$ cat config.mk
export PLATFORM = sky130hd
export DESIGN_NAME = set_assoc_cache
export DESIGN_NICKNAME = d
export VERILOG_FILES = /design/src/rtl/cache_pkg.sv /design/src/rtl/cache_byte_lane.sv /design/src/rtl/set_assoc_cache.sv
export SDC_FILE = /design/constraint.sdc
export NUM_CORES = 2
export LEC_CHECK = 0
export BUFFER_PORTS_ARGS = -buffer_cell sky130_fd_sc_hd__buf_2
export CORE_ASPECT_RATIO = 1.5
export CORE_MARGIN = 2
export CORE_UTILIZATION = 50
export CTS_CLUSTER_DIAMETER = 30
export DETAILED_ROUTE_END_ITERATION = 10
export HOLD_SLACK_MARGIN = 0.05
export PLACE_DENSITY = 0.67
export SLEW_MARGIN = 20
export SYNTH_ARGS = -nofsm -noshare
export SYNTH_HDL_FRONTEND = slang
export SYNTH_SLANG_ARGS = --single-unit
$ cat constraint.sdc
create_clock -name iClk -period 15.2 [get_ports iClk]
set_input_delay 1.52 -clock iClk [delete_from_list [all_inputs] [get_ports iClk]]
set_output_delay 1.52 -clock iClk [all_outputs]
set_load 0.05 [all_outputs]
$ cat src/rtl/cache_pkg.sv
// Shared types and helpers for the set-associative cache: FSM states, load/store
// access types, byte-enable constants and the per-set replacement-state functions.
package cache_pkg;

    typedef enum logic [2:0] {
        ST_IDLE   = 3'd0,
        ST_LOOKUP = 3'd1,
        ST_REFILL = 3'd2,
        ST_WRITE  = 3'd3,
        ST_RESP   = 3'd4
    } cache_state_t;

    // Shared control typedef for the access type of a load or store.
    typedef enum logic [2:0] {
        MEM_BYTE   = 3'd0,
        MEM_BYTE_U = 3'd1,
        MEM_HALF   = 3'd2,
        MEM_HALF_U = 3'd3,
        MEM_WORD   = 3'd4
    } mem_type_t;

    localparam int          OFFSET_WIDTH      = 2;
    localparam logic [1:0]  HALF_TOP_OFFSET   = 2'd3;
    localparam logic [1:0]  HALF_ALIAS_OFFSET = 2'd2;
    localparam logic [3:0]  BE_NONE           = 4'h0;
    localparam logic [3:0]  BE_BYTE           = 4'b0001;
    localparam logic [3:0]  BE_HALF           = 4'b0011;
    localparam logic [3:0]  BE_WORD           = 4'hF;

    // Replacement state: bit 0 alone for 2 ways; for 4 ways bit 0 picks the pair
    // (0 = evict from ways 0/1) and bits 1/2 pick inside the left/right pair.
    function automatic logic [1:0] lru_victim(input logic [2:0] lru, input int ways);
        case (ways)
            2:       return {1'b0, lru[0]};
            4:       return lru[0] ? {1'b1, lru[2]} : {1'b0, lru[1]};
            default: return 2'd0;
        endcase
    endfunction

    function automatic logic [2:0] lru_touch(input logic [2:0] lru, input logic [1:0] way, input int ways);
        logic [2:0] r;
        r = lru;
        case (ways)
            2: r[0] = ~way[0];
            4: begin
                r[0] = ~way[1];
                if (way[1]) r[2] = ~way[0];
                else        r[1] = ~way[0];
            end
            default: r = lru;
        endcase
        return r;
    endfunction

endpackage

$ cat src/rtl/cache_byte_lane.sv
// Combinational byte-lane unit: load extraction with sign/zero extension, store
// lane positioning with byte enables, and merge of store bytes into a cached word.
module cache_byte_lane
    import cache_pkg::*;
(
    input  logic [31:0] word_in,
    input  mem_type_t   mem_type,
    input  logic [1:0]  offset,
    input  logic [31:0] store_data,
    output logic [31:0] load_data,
    output logic [31:0] merged_word,
    output logic [31:0] lane_wdata,
    output logic [3:0]  lane_be
);

    logic [1:0]  eff_off_s;
    logic [4:0]  shamt_s;
    logic [15:0] shifted_s;
    logic [31:0] mask_s;

    // Halfword at offset 3 aliases onto bytes 3:2.
    always_comb begin
        if (((mem_type == MEM_HALF) || (mem_type == MEM_HALF_U)) && (offset == HALF_TOP_OFFSET)) begin
            eff_off_s = HALF_ALIAS_OFFSET;
        end else begin
            eff_off_s = offset;
        end
        shamt_s   = {eff_off_s, 3'b000};
        shifted_s = 16'(word_in >> shamt_s);
    end

    // Per-type extraction and lane positioning.
    always_comb begin
        case (mem_type)
            MEM_BYTE: begin
                load_data  = {{24{shifted_s[7]}}, shifted_s[7:0]};
                lane_be    = BE_BYTE << eff_off_s;
                lane_wdata = {24'd0, store_data[7:0]} << shamt_s;
            end
            MEM_BYTE_U: begin
                load_data  = {24'd0, shifted_s[7:0]};
                lane_be    = BE_BYTE << eff_off_s;
                lane_wdata = {24'd0, store_data[7:0]} << shamt_s;
            end
            MEM_HALF: begin
                load_data  = {{16{shifted_s[15]}}, shifted_s};
                lane_be    = BE_HALF << eff_off_s;
                lane_wdata = {16'd0, store_data[15:0]} << shamt_s;
            end
            MEM_HALF_U: begin
                load_data  = {16'd0, shifted_s};
                lane_be    = BE_HALF << eff_off_s;
                lane_wdata = {16'd0, store_data[15:0]} << shamt_s;
            end
            default: begin
                load_data  = word_in;
                lane_be    = BE_WORD;
                lane_wdata = store_data;
            end
        endcase
    end

    // Expand byte enables into a bit mask and merge.
    always_comb begin
        mask_s = 32'd0;
        for (int i = 0; i < 4; i++) begin
            mask_s[8*i +: 8] = {8{lane_be[i]}};
        end
        merged_word = (word_in & ~mask_s) | (lane_wdata & mask_s);
    end

endmodule

$ cat src/rtl/set_assoc_cache.sv
// Write-through, no-write-allocate set-associative cache with one word per line.
// Optional CACHE_STATS_EN adds saturating load hit/miss counters.
module set_assoc_cache
    import cache_pkg::*;
#(
    parameter int DATA_WIDTH  = 32,
    parameter int ADDR_WIDTH  = 32,
    parameter int INDEX_WIDTH = 4,
    parameter int WAYS        = 2
) (
    input  logic                  iClk,
    input  logic                  iRstN,
    input  logic                  iReq,
    output logic                  oReady,
    input  logic                  iWriteEn,
    input  mem_type_t             iMemoryInstructionType,
    input  logic [ADDR_WIDTH-1:0] iAddress,
    input  logic [DATA_WIDTH-1:0] iMemData,
    output logic                  oRespValid,
    output logic [DATA_WIDTH-1:0] oMemData,
    input  logic                  iFlush,
    output logic                  oMemReq,
    output logic                  oMemWe,
    output logic [ADDR_WIDTH-1:0] oMemAddr,
    output logic [DATA_WIDTH-1:0] oMemWData,
    output logic [3:0]            oMemBe,
    input  logic                  iMemAck,
    input  logic [DATA_WIDTH-1:0] iMemRData,
    output logic [15:0]           oHitCount,
    output logic [15:0]           oMissCount
);

    localparam int SETS  = 1 << INDEX_WIDTH;
    localparam int TAG_W = ADDR_WIDTH - INDEX_WIDTH - OFFSET_WIDTH;

    cache_state_t            state_r, state_nxt_s;
    logic                    req_we_r;
    mem_type_t               req_type_r;
    logic [ADDR_WIDTH-1:0]   req_addr_r;
    logic [DATA_WIDTH-1:0]   req_wdata_r;

    logic [DATA_WIDTH-1:0]   data_r  [WAYS][SETS];
    logic [TAG_W-1:0]        tag_r   [WAYS][SETS];
    logic [SETS-1:0]         valid_r [WAYS];
    logic [2:0]              lru_r   [SETS];

    logic [INDEX_WIDTH-1:0]  idx_s;
    logic [TAG_W-1:0]        tag_s;
    logic [ADDR_WIDTH-1:0]   line_addr_s;
    logic                    accept_s, hit_s, inv_found_s;
    logic [1:0]              hit_way_s, inv_way_s, victim_s;
    logic [DATA_WIDTH-1:0]   hit_word_s, lane_word_s;
    logic [31:0]             lane_load_s, lane_merged_s, lane_wdata_s;
    logic [3:0]              lane_be_s;

    logic                    mem_req_r, mem_we_r, resp_valid_r;
    logic [ADDR_WIDTH-1:0]   mem_addr_r;
    logic [DATA_WIDTH-1:0]   mem_wdata_r, mem_data_r;
    logic [3:0]              mem_be_r;
    logic                    mem_req_nxt_s, mem_we_nxt_s, resp_valid_nxt_s;
    logic [ADDR_WIDTH-1:0]   mem_addr_nxt_s;
    logic [DATA_WIDTH-1:0]   mem_wdata_nxt_s, mem_data_nxt_s;
    logic [3:0]              mem_be_nxt_s;

    assign oReady      = (state_r == ST_IDLE) && !iFlush;
    assign accept_s    = iReq && oReady;
    assign idx_s       = req_addr_r[INDEX_WIDTH+1:2];
    assign tag_s       = req_addr_r[ADDR_WIDTH-1:INDEX_WIDTH+2];
    assign line_addr_s = {req_addr_r[ADDR_WIDTH-1:2], 2'b00};
    assign lane_word_s = (state_r == ST_REFILL) ? iMemRData : hit_word_s;

    cache_byte_lane u_lane (
        .word_in     (lane_word_s),
        .mem_type    (req_type_r),
        .offset      (req_addr_r[1:0]),
        .store_data  (req_wdata_r),
        .load_data   (lane_load_s),
        .merged_word (lane_merged_s),
        .lane_wdata  (lane_wdata_s),
        .lane_be     (lane_be_s)
    );

    // Tag compare and victim choice: lowest invalid way first, else the LRU way.
    always_comb begin
        hit_s       = 1'b0;
        hit_way_s   = 2'd0;
        hit_word_s  = {DATA_WIDTH{1'b0}};
        inv_found_s = 1'b0;
        inv_way_s   = 2'd0;
        for (int w = 0; w < WAYS; w++) begin
            if (!hit_s && valid_r[w][idx_s] && (tag_r[w][idx_s] == tag_s)) begin
                hit_s      = 1'b1;
                hit_way_s  = 2'(w);
                hit_word_s = data_r[w][idx_s];
            end else begin
                hit_s = hit_s;
            end
            if (!inv_found_s && !valid_r[w][idx_s]) begin
                inv_found_s = 1'b1;
                inv_way_s   = 2'(w);
            end else begin
                inv_found_s = inv_found_s;
            end
        end
        victim_s = inv_found_s ? inv_way_s : lru_victim(lru_r[idx_s], WAYS);
    end

    // State register.
    always_ff @(posedge iClk or negedge iRstN) begin
        if (!iRstN) state_r <= ST_IDLE;
        else        state_r <= state_nxt_s;
    end

    // Next-state logic.
    always_comb begin
        state_nxt_s = state_r;
        case (state_r)
            ST_IDLE:   state_nxt_s = accept_s ? ST_LOOKUP : ST_IDLE;
            ST_LOOKUP: begin
                if (req_we_r)   state_nxt_s = ST_WRITE;
                else if (hit_s) state_nxt_s = ST_RESP;
                else            state_nxt_s = ST_REFILL;
            end
            ST_REFILL: state_nxt_s = iMemAck ? ST_RESP : ST_REFILL;
            ST_WRITE:  state_nxt_s = iMemAck ? ST_RESP : ST_WRITE;
            default:   state_nxt_s = ST_IDLE;
        endcase
    end

    // Next values of the registered outputs.
    always_comb begin
        mem_req_nxt_s    = mem_req_r;
        mem_we_nxt_s     = mem_we_r;
        mem_addr_nxt_s   = mem_addr_r;
        mem_wdata_nxt_s  = mem_wdata_r;
        mem_be_nxt_s     = mem_be_r;
        mem_data_nxt_s   = mem_data_r;
        resp_valid_nxt_s = (state_nxt_s == ST_RESP);
        case (state_r)
            ST_LOOKUP: begin
                if (req_we_r) begin
                    mem_req_nxt_s   = 1'b1;
                    mem_we_nxt_s    = 1'b1;
                    mem_addr_nxt_s  = line_addr_s;
                    mem_wdata_nxt_s = lane_wdata_s;
                    mem_be_nxt_s    = lane_be_s;
                end else if (hit_s) begin
                    mem_data_nxt_s  = lane_load_s;
                end else begin
                    mem_req_nxt_s   = 1'b1;
                    mem_we_nxt_s    = 1'b0;
                    mem_addr_nxt_s  = line_addr_s;
                    mem_be_nxt_s    = BE_WORD;
                end
            end
            ST_REFILL: begin
                if (iMemAck) begin
                    mem_req_nxt_s  = 1'b0;
                    mem_data_nxt_s = lane_load_s;
                end else begin
                    mem_req_nxt_s  = 1'b1;
                end
            end
            ST_WRITE: begin
                if (iMemAck) begin
                    mem_req_nxt_s = 1'b0;
                    mem_we_nxt_s  = 1'b0;
                end else begin
                    mem_req_nxt_s = 1'b1;
                end
            end
            default: mem_req_nxt_s = mem_req_r;
        endcase
    end

    // Output registers; async reset drops an in-flight memory request at once.
    always_ff @(posedge iClk or negedge iRstN) begin
        if (!iRstN) begin
            mem_req_r    <= 1'b0;
            mem_we_r     <= 1'b0;
            mem_addr_r   <= {ADDR_WIDTH{1'b0}};
            mem_wdata_r  <= {DATA_WIDTH{1'b0}};
            mem_be_r     <= BE_NONE;
            mem_data_r   <= {DATA_WIDTH{1'b0}};
            resp_valid_r <= 1'b0;
        end else begin
            mem_req_r    <= mem_req_nxt_s;
            mem_we_r     <= mem_we_nxt_s;
            mem_addr_r   <= mem_addr_nxt_s;
            mem_wdata_r  <= mem_wdata_nxt_s;
            mem_be_r     <= mem_be_nxt_s;
            mem_data_r   <= mem_data_nxt_s;
            resp_valid_r <= resp_valid_nxt_s;
        end
    end

    assign oMemReq    = mem_req_r;
    assign oMemWe     = mem_we_r;
    assign oMemAddr   = mem_addr_r;
    assign oMemWData  = mem_wdata_r;
    assign oMemBe     = mem_be_r;
    assign oMemData   = mem_data_r;
    assign oRespValid = resp_valid_r;

    // Request capture on accept; inputs are ignored until the next accept.
    always_ff @(posedge iClk or negedge iRstN) begin
        if (!iRstN) begin
            req_we_r    <= 1'b0;
            req_type_r  <= MEM_WORD;
            req_addr_r  <= {ADDR_WIDTH{1'b0}};
            req_wdata_r <= {DATA_WIDTH{1'b0}};
        end else if (accept_s) begin
            req_we_r    <= iWriteEn;
            req_type_r  <= iMemoryInstructionType;
            req_addr_r  <= iAddress;
            req_wdata_r <= iMemData;
        end
    end

    // Valid and replacement state: flush, MRU update on hit, install on refill.
    always_ff @(posedge iClk or negedge iRstN) begin
        if (!iRstN) begin
            for (int w = 0; w < WAYS; w++) valid_r[w] <= {SETS{1'b0}};
            for (int s = 0; s < SETS; s++) lru_r[s] <= 3'd0;
        end else if ((state_r == ST_IDLE) && iFlush) begin
            for (int w = 0; w < WAYS; w++) valid_r[w] <= {SETS{1'b0}};
        end else if ((state_r == ST_LOOKUP) && hit_s) begin
            lru_r[idx_s] <= lru_touch(lru_r[idx_s], hit_way_s, WAYS);
        end else if ((state_r == ST_REFILL) && iMemAck) begin
            for (int w = 0; w < WAYS; w++) begin
                if (victim_s == 2'(w)) valid_r[w][idx_s] <= 1'b1;
            end
            lru_r[idx_s] <= lru_touch(lru_r[idx_s], victim_s, WAYS);
        end
    end

    // Data/tag arrays: store-hit merge during LOOKUP, refill install on ack.
    always_ff @(posedge iClk) begin
        for (int w = 0; w < WAYS; w++) begin
            if ((state_r == ST_LOOKUP) && req_we_r && hit_s && (hit_way_s == 2'(w))) begin
                data_r[w][idx_s] <= lane_merged_s;
            end else if ((state_r == ST_REFILL) && iMemAck && (victim_s == 2'(w))) begin
                data_r[w][idx_s] <= iMemRData;
                tag_r[w][idx_s]  <= tag_s;
            end
        end
    end

`ifdef CACHE_STATS_EN
    logic [15:0] hit_count_r, miss_count_r;

    // Saturating load hit/miss counters, sampled in LOOKUP.
    always_ff @(posedge iClk or negedge iRstN) begin
        if (!iRstN) begin
            hit_count_r  <= 16'd0;
            miss_count_r <= 16'd0;
        end else if ((state_r == ST_LOOKUP) && !req_we_r) begin
            if (hit_s && (hit_count_r != 16'hFFFF))        hit_count_r  <= hit_count_r + 16'd1;
            else if (!hit_s && (miss_count_r != 16'hFFFF)) miss_count_r <= miss_count_r + 16'd1;
        end
    end

    assign oHitCount  = hit_count_r;
    assign oMissCount = miss_count_r;
`else
    assign oHitCount  = 16'd0;
    assign oMissCount = 16'd0;
`endif

endmodule

# Yosys cells after proc, flatten, opt, wreduce, memory -nomap -nowiden
# Memories as Yosys holds them, arrays and structs flattened.
# Cells that the tools add are included.
[word_totals]
regBits = 254
mem_bits_rw = 1856
elab_cells = 2264
n_memories = 2
[classes]
n_lt_le_gt_ge = 4
eq_ne = 19
n_shift = 5
muxes = 1124
n_bitwise = 1034
n_reduce_logical = 46
[mem_list]
columns = ["memory", "words", "word_bits", "rd", "rd_clocked_by_memory_dff", "wr", "line_no", "source"]
rows = [
  ["data_r", 2, 512, 2, 0, 1, "set_assoc_cache.sv:42", "logic [DATA_WIDTH-1:0] data_r [WAYS][SETS];"],
  ["tag_r", 2, 416, 2, 0, 1, "set_assoc_cache.sv:43", "logic [TAG_W-1:0] tag_r [WAYS][SETS];"],
]
[op_table]
columns = ["operator", "count"]
rows = [
  ["two-way mux 512 bit", 6],
  ["two-way mux 416 bit", 4],
  ["two-way mux 1 bit", 1054],
  ["OR 1 bit", 1024],
  ["two-way mux 32 bit", 16],
  ["OR reduction 512 bit", 1],
  ["OR reduction 416 bit", 1],
  ["binary-select mux 32 bit (select 4 bit)", 2],
  ["binary-select mux 26 bit (select 4 bit)", 2],
  ["two-way mux 26 bit", 5],
  ["demux 32 bit (select 4 bit)", 1],
  ["case mux 32 bit (2 select lines)", 2],
  ["case mux 32 bit (4 select lines)", 1],
  ["demux 26 bit (select 4 bit)", 1],
  ["bitwise mux 48 bit", 2],
  ["two-way mux 48 bit", 2],
  ["AND 32 bit", 2],
  ["equality test 26 bit", 2],
  ["two-way mux 16 bit", 2],
  ["inverter 32 bit", 1],
  ["OR 16 bit", 2],
  ["OR 32 bit", 1],
  ["left shift 16 x 5 -> 32 bit", 1],
  ["left shift 8 x 5 -> 32 bit", 1],
  ["36 further kinds", 96],
]

# Logic depth before layout (Yosys ltp)
[depth]
ltp_word = 18
depth_mapped = 20
depth_no_buf = 11

# By module
# Synthesis repeated with hierarchy kept, for this count alone.
[unflattened]
cells_unflattened = 6701
area_unflattened_um2 = 97204.5
[by_module_without_submodules]
columns = ["module", "instances", "cells_per_inst", "area_each_um2", "seq_area_each_um2"]
rows = [
  ["set_assoc_cache", 1, 6400, 95333.9, 61240.0],
  ["cache_byte_lane", 1, 301, 1870.5, 0.0],
]

# Worst setup path after synthesis
# OpenSTA, ideal clock, no wires.
[synth_timing]
kind = "reg-to-reg"
startpoint = "reg req_addr_r[2]"
endpoint = "mem data_r[0][0] in the netlist's numbering, enable pin"
t_arrival_ns = 4.899
required_ns = 14.779
setup_slack_ns = 9.880
path_stages_with_launch = 17
synth_period_minus_slack_ns = 5.320
path_cell_list = "dfrtp_1 > buf_6 > buf_6 > buf_6 > buf_6 > buf_4 > buf_6 > buf_6 > mux4_2 > mux4_2 > o21ai_0 > and3_1 > buf_2 > buf_2 > a21oi_1 > clkbuf_1 > nor2_1"
[synth_between]
elab_chain_cells = 18
[synth_rtl]
columns = ["element", "line_no", "source"]
rows = [
  ["from (decl)", "set_assoc_cache.sv:39", "logic [ADDR_WIDTH-1:0] req_addr_r;"],
  ["from (signal assigned)", "set_assoc_cache.sv:210", "req_addr_r <= {ADDR_WIDTH{1'b0}};"],
  ["from (signal assigned)", "set_assoc_cache.sv:215", "req_addr_r <= iAddress;"],
  ["inverter 4 -> 5 bit (not written as such)", "n/a", ""],
  ["binary-select mux 26 bit (select 4 bit)", "set_assoc_cache.sv:91", "if (!hit_s && valid_r[w][idx_s] && (tag_r[w][idx_s] == tag_s)) begin"],
  ["two-way mux 26 bit (not written as such) (2 in series)", "set_assoc_cache.sv:91", ""],
  ["equality test 26 bit", "set_assoc_cache.sv:91", ""],
  ["logical AND 1 bit", "set_assoc_cache.sv:91", ""],
  ["two-way mux 1 bit", "set_assoc_cache.sv:91", ""],
  ["zero test 1 bit", "set_assoc_cache.sv:91", ""],
  ["logical AND 1 bit (2 in series)", "set_assoc_cache.sv:91", ""],
  ["two-way mux 1 bit", "set_assoc_cache.sv:91", ""],
  ["equality test 1 bit / logical AND 1 bit (equally long branches)", "set_assoc_cache.sv:240", "if ((state_r == ST_LOOKUP) && req_we_r && hit_s && (hit_way_s == 2'(w))) begin"],
  ["logical AND 1 bit", "set_assoc_cache.sv:240", ""],
  ["two-way mux 1 bit", "set_assoc_cache.sv:240", ""],
  ["two-way mux 512 bit, on equally long branches", "set_assoc_cache.sv:241, set_assoc_cache.sv:243", ""],
  ["OR 1 bit (no line)", "n/a", ""],
  ["OR reduction 512 bit (no line)", "n/a", ""],
  ["two-way mux 1 bit (no line) / two-way mux 512 bit (equally long branches)", "n/a", ""],
  ["to (decl)", "set_assoc_cache.sv:42", ""],
]
# Several ways; a longest one is shown, not always the timed one. The select of a mux whose other input is x is not followed.

# Worst setup path in the final report
[layout_timing]
startpoint = "reg req_addr_r[3]"
endpoint = "reg mem_data_r[31] (netlist: oMemData[31])"
[layout_between]
elab_chain_cells = 17
[layout_rtl]
columns = ["element", "line_no", "source"]
rows = [
  ["inverter 4 -> 5 bit (not written as such)", "set_assoc_cache.sv:91, set_assoc_cache.sv:94", ""],
  ["binary-select mux 26 bit (select 4 bit)", "set_assoc_cache.sv:91", ""],
  ["two-way mux 26 bit (not written as such) (2 in series)", "set_assoc_cache.sv:91", ""],
  ["equality test 26 bit", "set_assoc_cache.sv:91", ""],
  ["logical AND 1 bit", "set_assoc_cache.sv:91", ""],
  ["two-way mux 1 bit", "set_assoc_cache.sv:91", ""],
  ["zero test 1 bit", "set_assoc_cache.sv:91", ""],
  ["logical AND 1 bit (2 in series)", "set_assoc_cache.sv:91", ""],
  ["two-way mux 32 bit", "set_assoc_cache.sv:91", ""],
  ["two-way mux 32 bit", "set_assoc_cache.sv:70", "assign lane_word_s = (state_r == ST_REFILL) ? iMemRData : hit_word_s;"],
  ["right shift 32 x 5 -> 16 bit", "cache_byte_lane.sv:29", "shifted_s = 16'(word_in >> shamt_s);"],
  ["case mux 32 bit (4 select lines)", "cache_byte_lane.sv:34", "case (mem_type)"],
  ["two-way mux 32 bit", "set_assoc_cache.sv:147", "end else if (hit_s) begin"],
  ["two-way mux 32 bit", "set_assoc_cache.sv:141", "if (req_we_r) begin"],
  ["case mux 32 bit (2 select lines)", "set_assoc_cache.sv:139", "case (state_r)"],
  ["to (signal assigned)", "set_assoc_cache.sv:184", "mem_data_r <= {DATA_WIDTH{1'b0}};"],
  ["to (signal assigned)", "set_assoc_cache.sv:192", "mem_data_r <= mem_data_nxt_s;"],
  ["to (decl)", "set_assoc_cache.sv:58", "logic [DATA_WIDTH-1:0] mem_wdata_r, mem_data_r;"],
]
# Several ways; a longest one is shown, not always the timed one. The select of a mux whose other input is x is not followed.
# A chain may end at the register's enable or synchronous reset.

==> impl_results.md <==
- Htree depth: 5
- Setup TNS Final: 0 ns
- Fill count: 14.36k
- Setup crit start kind: flop
- Hold crit path type: reg -> reg
- First-pass GRT wire length: 447600 µm
- Seq cells post-synth: 2076
- Cell area after synthesis: 95560 µm²
- Yosys Warn Count: 0
- Unrepaired setup endpoints after global routing: no
- Die Y-Extent: 539.4 µm
- Sequential cell area fraction in the yosys report: 64.09%
- Synth Flop Type: edfxtp_1
- Synth Instances: 6525
- CP most frequent cell: buf_4
- Area Growth Syn to Fin: 16.10%
- Hold Path End: oMemWData[28]$_DFFE_PN0P_
- Post-route DRC: 0
- Count of final setup violators: 0
- Leak: 38.20 nW
- Clock Latency Late Sink: 0.97 ns
- Mean routed wirelength per cell: 33.95 µm
- PostCTS Resize Cnt: 0
- Synth cell types: 104
- Crit path kind: reg -> reg
- Total CTS buffers: 363
- Max Freq: 120.9 MHz
- Synth Area per Inst: 14.64 µm²
- Clock root cell: clkbuf_16
- Row cnt: 196
- R2R depth: 14
- Slew @ Worst Pin: 1.218 ns
- Core area: 190100 µm²
- Outcome: finished clean
- Max Clock Skew: 0.05315 ns
- Vias in the first global route: 61.38k
- Most frequent cells in the layout: edfxtp_1, nand2_1, nor2_1, mux4_2, o21ai_0
- CP cell instances: buf_4 -> buf_4 -> buf_4 -> mux4_2 -> mux2i_1 -> xor2_1 -> nand2_1 -> or4_4 -> a2111oi_0 -> nand4bb_1 -> or3_1 -> a311oi_2 -> nor2_1 -> a2111oi_4
- Largest stage delay on the critical path: 0.91 ns
- Most common cell after layout, fill and taps aside: edfxtp_1
- Ys async rst share: 10.60%
- Total track usage: 32.54%
- Max Slew Vio Count: 0
- Post-CTS setup buffers: 0
- CTS Buffer Depth: 4
- Critical path arrival: 9.10 ns
- Final period util: 54.43%
- Initial antenna violation count: 30
- Max_cap viols: 0
- Initial DRC count: 8419
- DRT antenna net count: 0
- Via density: 6.597
- Die area: 194700 µm²
- Chip width: 360.9 µm
- Worst setup EP type: flop
- IO buf count: 206
- Via count: 62.14k
- Relative slew slack: 18.66%
- Crit Path Max Fanout: 48
- Reg2reg end: oMemData[31]$_DFFE_PN0P_
- CTS clk-pin slew, worst paths: 0.05 ns
- Post-DP HPWL: 186500 µm
- Fin Hold WS: 0.4761 ns
- Peak supply drop: 0.1738 mV
- Total gr overflow: 0
- Final Hold Viols: 0
- Largest net degree at the start of global routing: 104
- Nets@finish: 6745
- Worst flop-to-flop path startpoint: req_addr_r[3]$_DFFE_PN0P_
- Post-Route WL: 319800 µm
- Post-synth EDFFs: 1856
- CP max-delay cell: a311oi_2
- I/O pins: 241
- Clk sinks: 2076
- Iteration count of the initial detailed-routing pass: 6
- CTS tree: built
- # hold bufs at CTS: 0
- Required time worst endpoint: 16.02 ns
- Min Tclk post-route: 8.273 ns
- Share of cells above drive strength 1: 29.76%
- Hold path cells: 2
- Pwr Density: 230.5 nW/µm²
- Setup slack, reg-to-reg: 6.93 ns
- RD Place Congestion: 0.9526
- Hold Startpoint: oMemWData[28]$_DFFE_PN0P_
- Starting Density: 50.28%
==> Yosys cell counts (21+ instances only) <==
master / instances / area share [%]
a211oi_1: 32 / 0.25
a21oi_1: 375 / 2.0
a22oi_1: 47 / 0.37
buf_1: 43 / 0.17
buf_2: 151 / 0.79
buf_4: 62 / 0.49
buf_6: 29 / 0.34
clkbuf_1: 408 / 1.6
dfrtp_1: 219 / 5.7
edfxtp_1: 1856 / 58
inv_1: 50 / 0.20
mux2_2: 396 / 4.7
mux2i_1: 146 / 1.5
mux4_2: 490 / 12
nand2_1: 592 / 2.3
nand3_1: 44 / 0.23
nor2_1: 574 / 2.3
nor3_1: 27 / 0.14
o21a_1: 38 / 0.30
o21ai_0: 433 / 2.3
o21ai_1: 80 / 0.42
o22ai_1: 21 / 0.14
xnor2_1: 41 / 0.38
==> worst max-delay path, delay by kind of cell (launching register included) <==
kind	cells	cell delay, ns
buffers and inverters	3	2.14
DFF	1	0.75
xor gates and xnor gates	1	0.17
muxes	2	0.77
AOI/OAI and AO/OA	3	2.04
and+or+nand+nor	5	2.00
==> final cells by class <==
type	count	area [µm²]	share of cell area (%)
flip-flops and latches	2076	61260	55.22
multi-input cells	3730	31400	28.30
clock buffers	411	9534	8.594
well taps	2475	3097	2.791
repair buffers	414	2708	2.441
clock inverters	242	2693	2.427
inverters	55	214.0	0.1929
diodes	16	40.04	0.03609
==> registers in the layout, summed over array words and instances (netlist names), 3 cells and up <==
| register | cells |
|---|---|
| req_type_r | 3 |
| valid_r | 32 |
| oMemAddr | 30 |
| tag_r | 832 |
| oMemWData | 32 |
| lru_r | 16 |
| state_r | 3 |
| oMemData | 32 |
| data_r | 1024 |
| req_wdata_r | 32 |
| oMemBe | 4 |
| req_addr_r | 32 |
==> metrics by stage <==
step	setup slack [ns]	instances	area (µm²)	total power [mW]	util (%)
CTS	6.853	9400	110900	25.42	58.33
finish	6.927	9419	110900	25.57	58.37
global route	6.452	9404	110900	26.29	58.35
floorplan	9.880	6558	95680	14.30	-
detailed placement	6.861	8747	98630	17.31	51.89
global placement	6.864	8744	98460	17.05	51.81
==> metal layers <==
layer | track usage [%] | vias to the layer above | part of all wire, %
met2 | 51.78 | 4390 | 47
met1 | 38.61 | 31340 | 33
met5 | 0 | - | 0.051
li1 | - | 25240 | -
met4 | 23.08 | 24 | 8.3
met3 | 8.387 | 1142 | 11
==> worst max path at each step <==
stage / start / to / slack [ns] / cells after the start
2_1_floorplan: req_addr_r[2]$_DFFE_PN0P_ / data_r[0][0]$_DFFE_PP_ / 9.88 / 16
3_3_place_gp: req_addr_r[2]$_DFFE_PN0P_ / oMemData[19]$_DFFE_PN0P_ / 6.86 / 14
3_5_place_dp: req_addr_r[2]$_DFFE_PN0P_ / oMemData[19]$_DFFE_PN0P_ / 6.86 / 14
4_1_cts: req_addr_r[2]$_DFFE_PN0P_ / oMemData[24]$_DFFE_PN0P_ / 6.85 / 14
5_1_grt: req_addr_r[2]$_DFFE_PN0P_ / oMemData[19]$_DFFE_PN0P_ / 6.45 / 14
6_report: req_addr_r[3]$_DFFE_PN0P_ / oMemData[31]$_DFFE_PN0P_ / 6.93 / 14
==> logic make-up (layout without fill, tap and decap cells) <==
logic type	after synthesis	in the layout	share of synthesized area, %
flip-flops	2076	2076	64.09
XOR/XNOR	53	53	0.4858
other	1	50	0.003924
multiplexers	1038	1038	17.91
AND/OR/NAND/NOR	1353	1353	5.818
buffers and inverters	752	1122	3.673
AO/OA/AOI/OAI	1252	1252	8.023
==> power breakdown <==
part	internal [mW]	switching, mW
logic	3.38	6.03
registers	7.65	0.357
clock network	5.29	2.86
No activity file was read; power rests on OpenSTA's default activity.
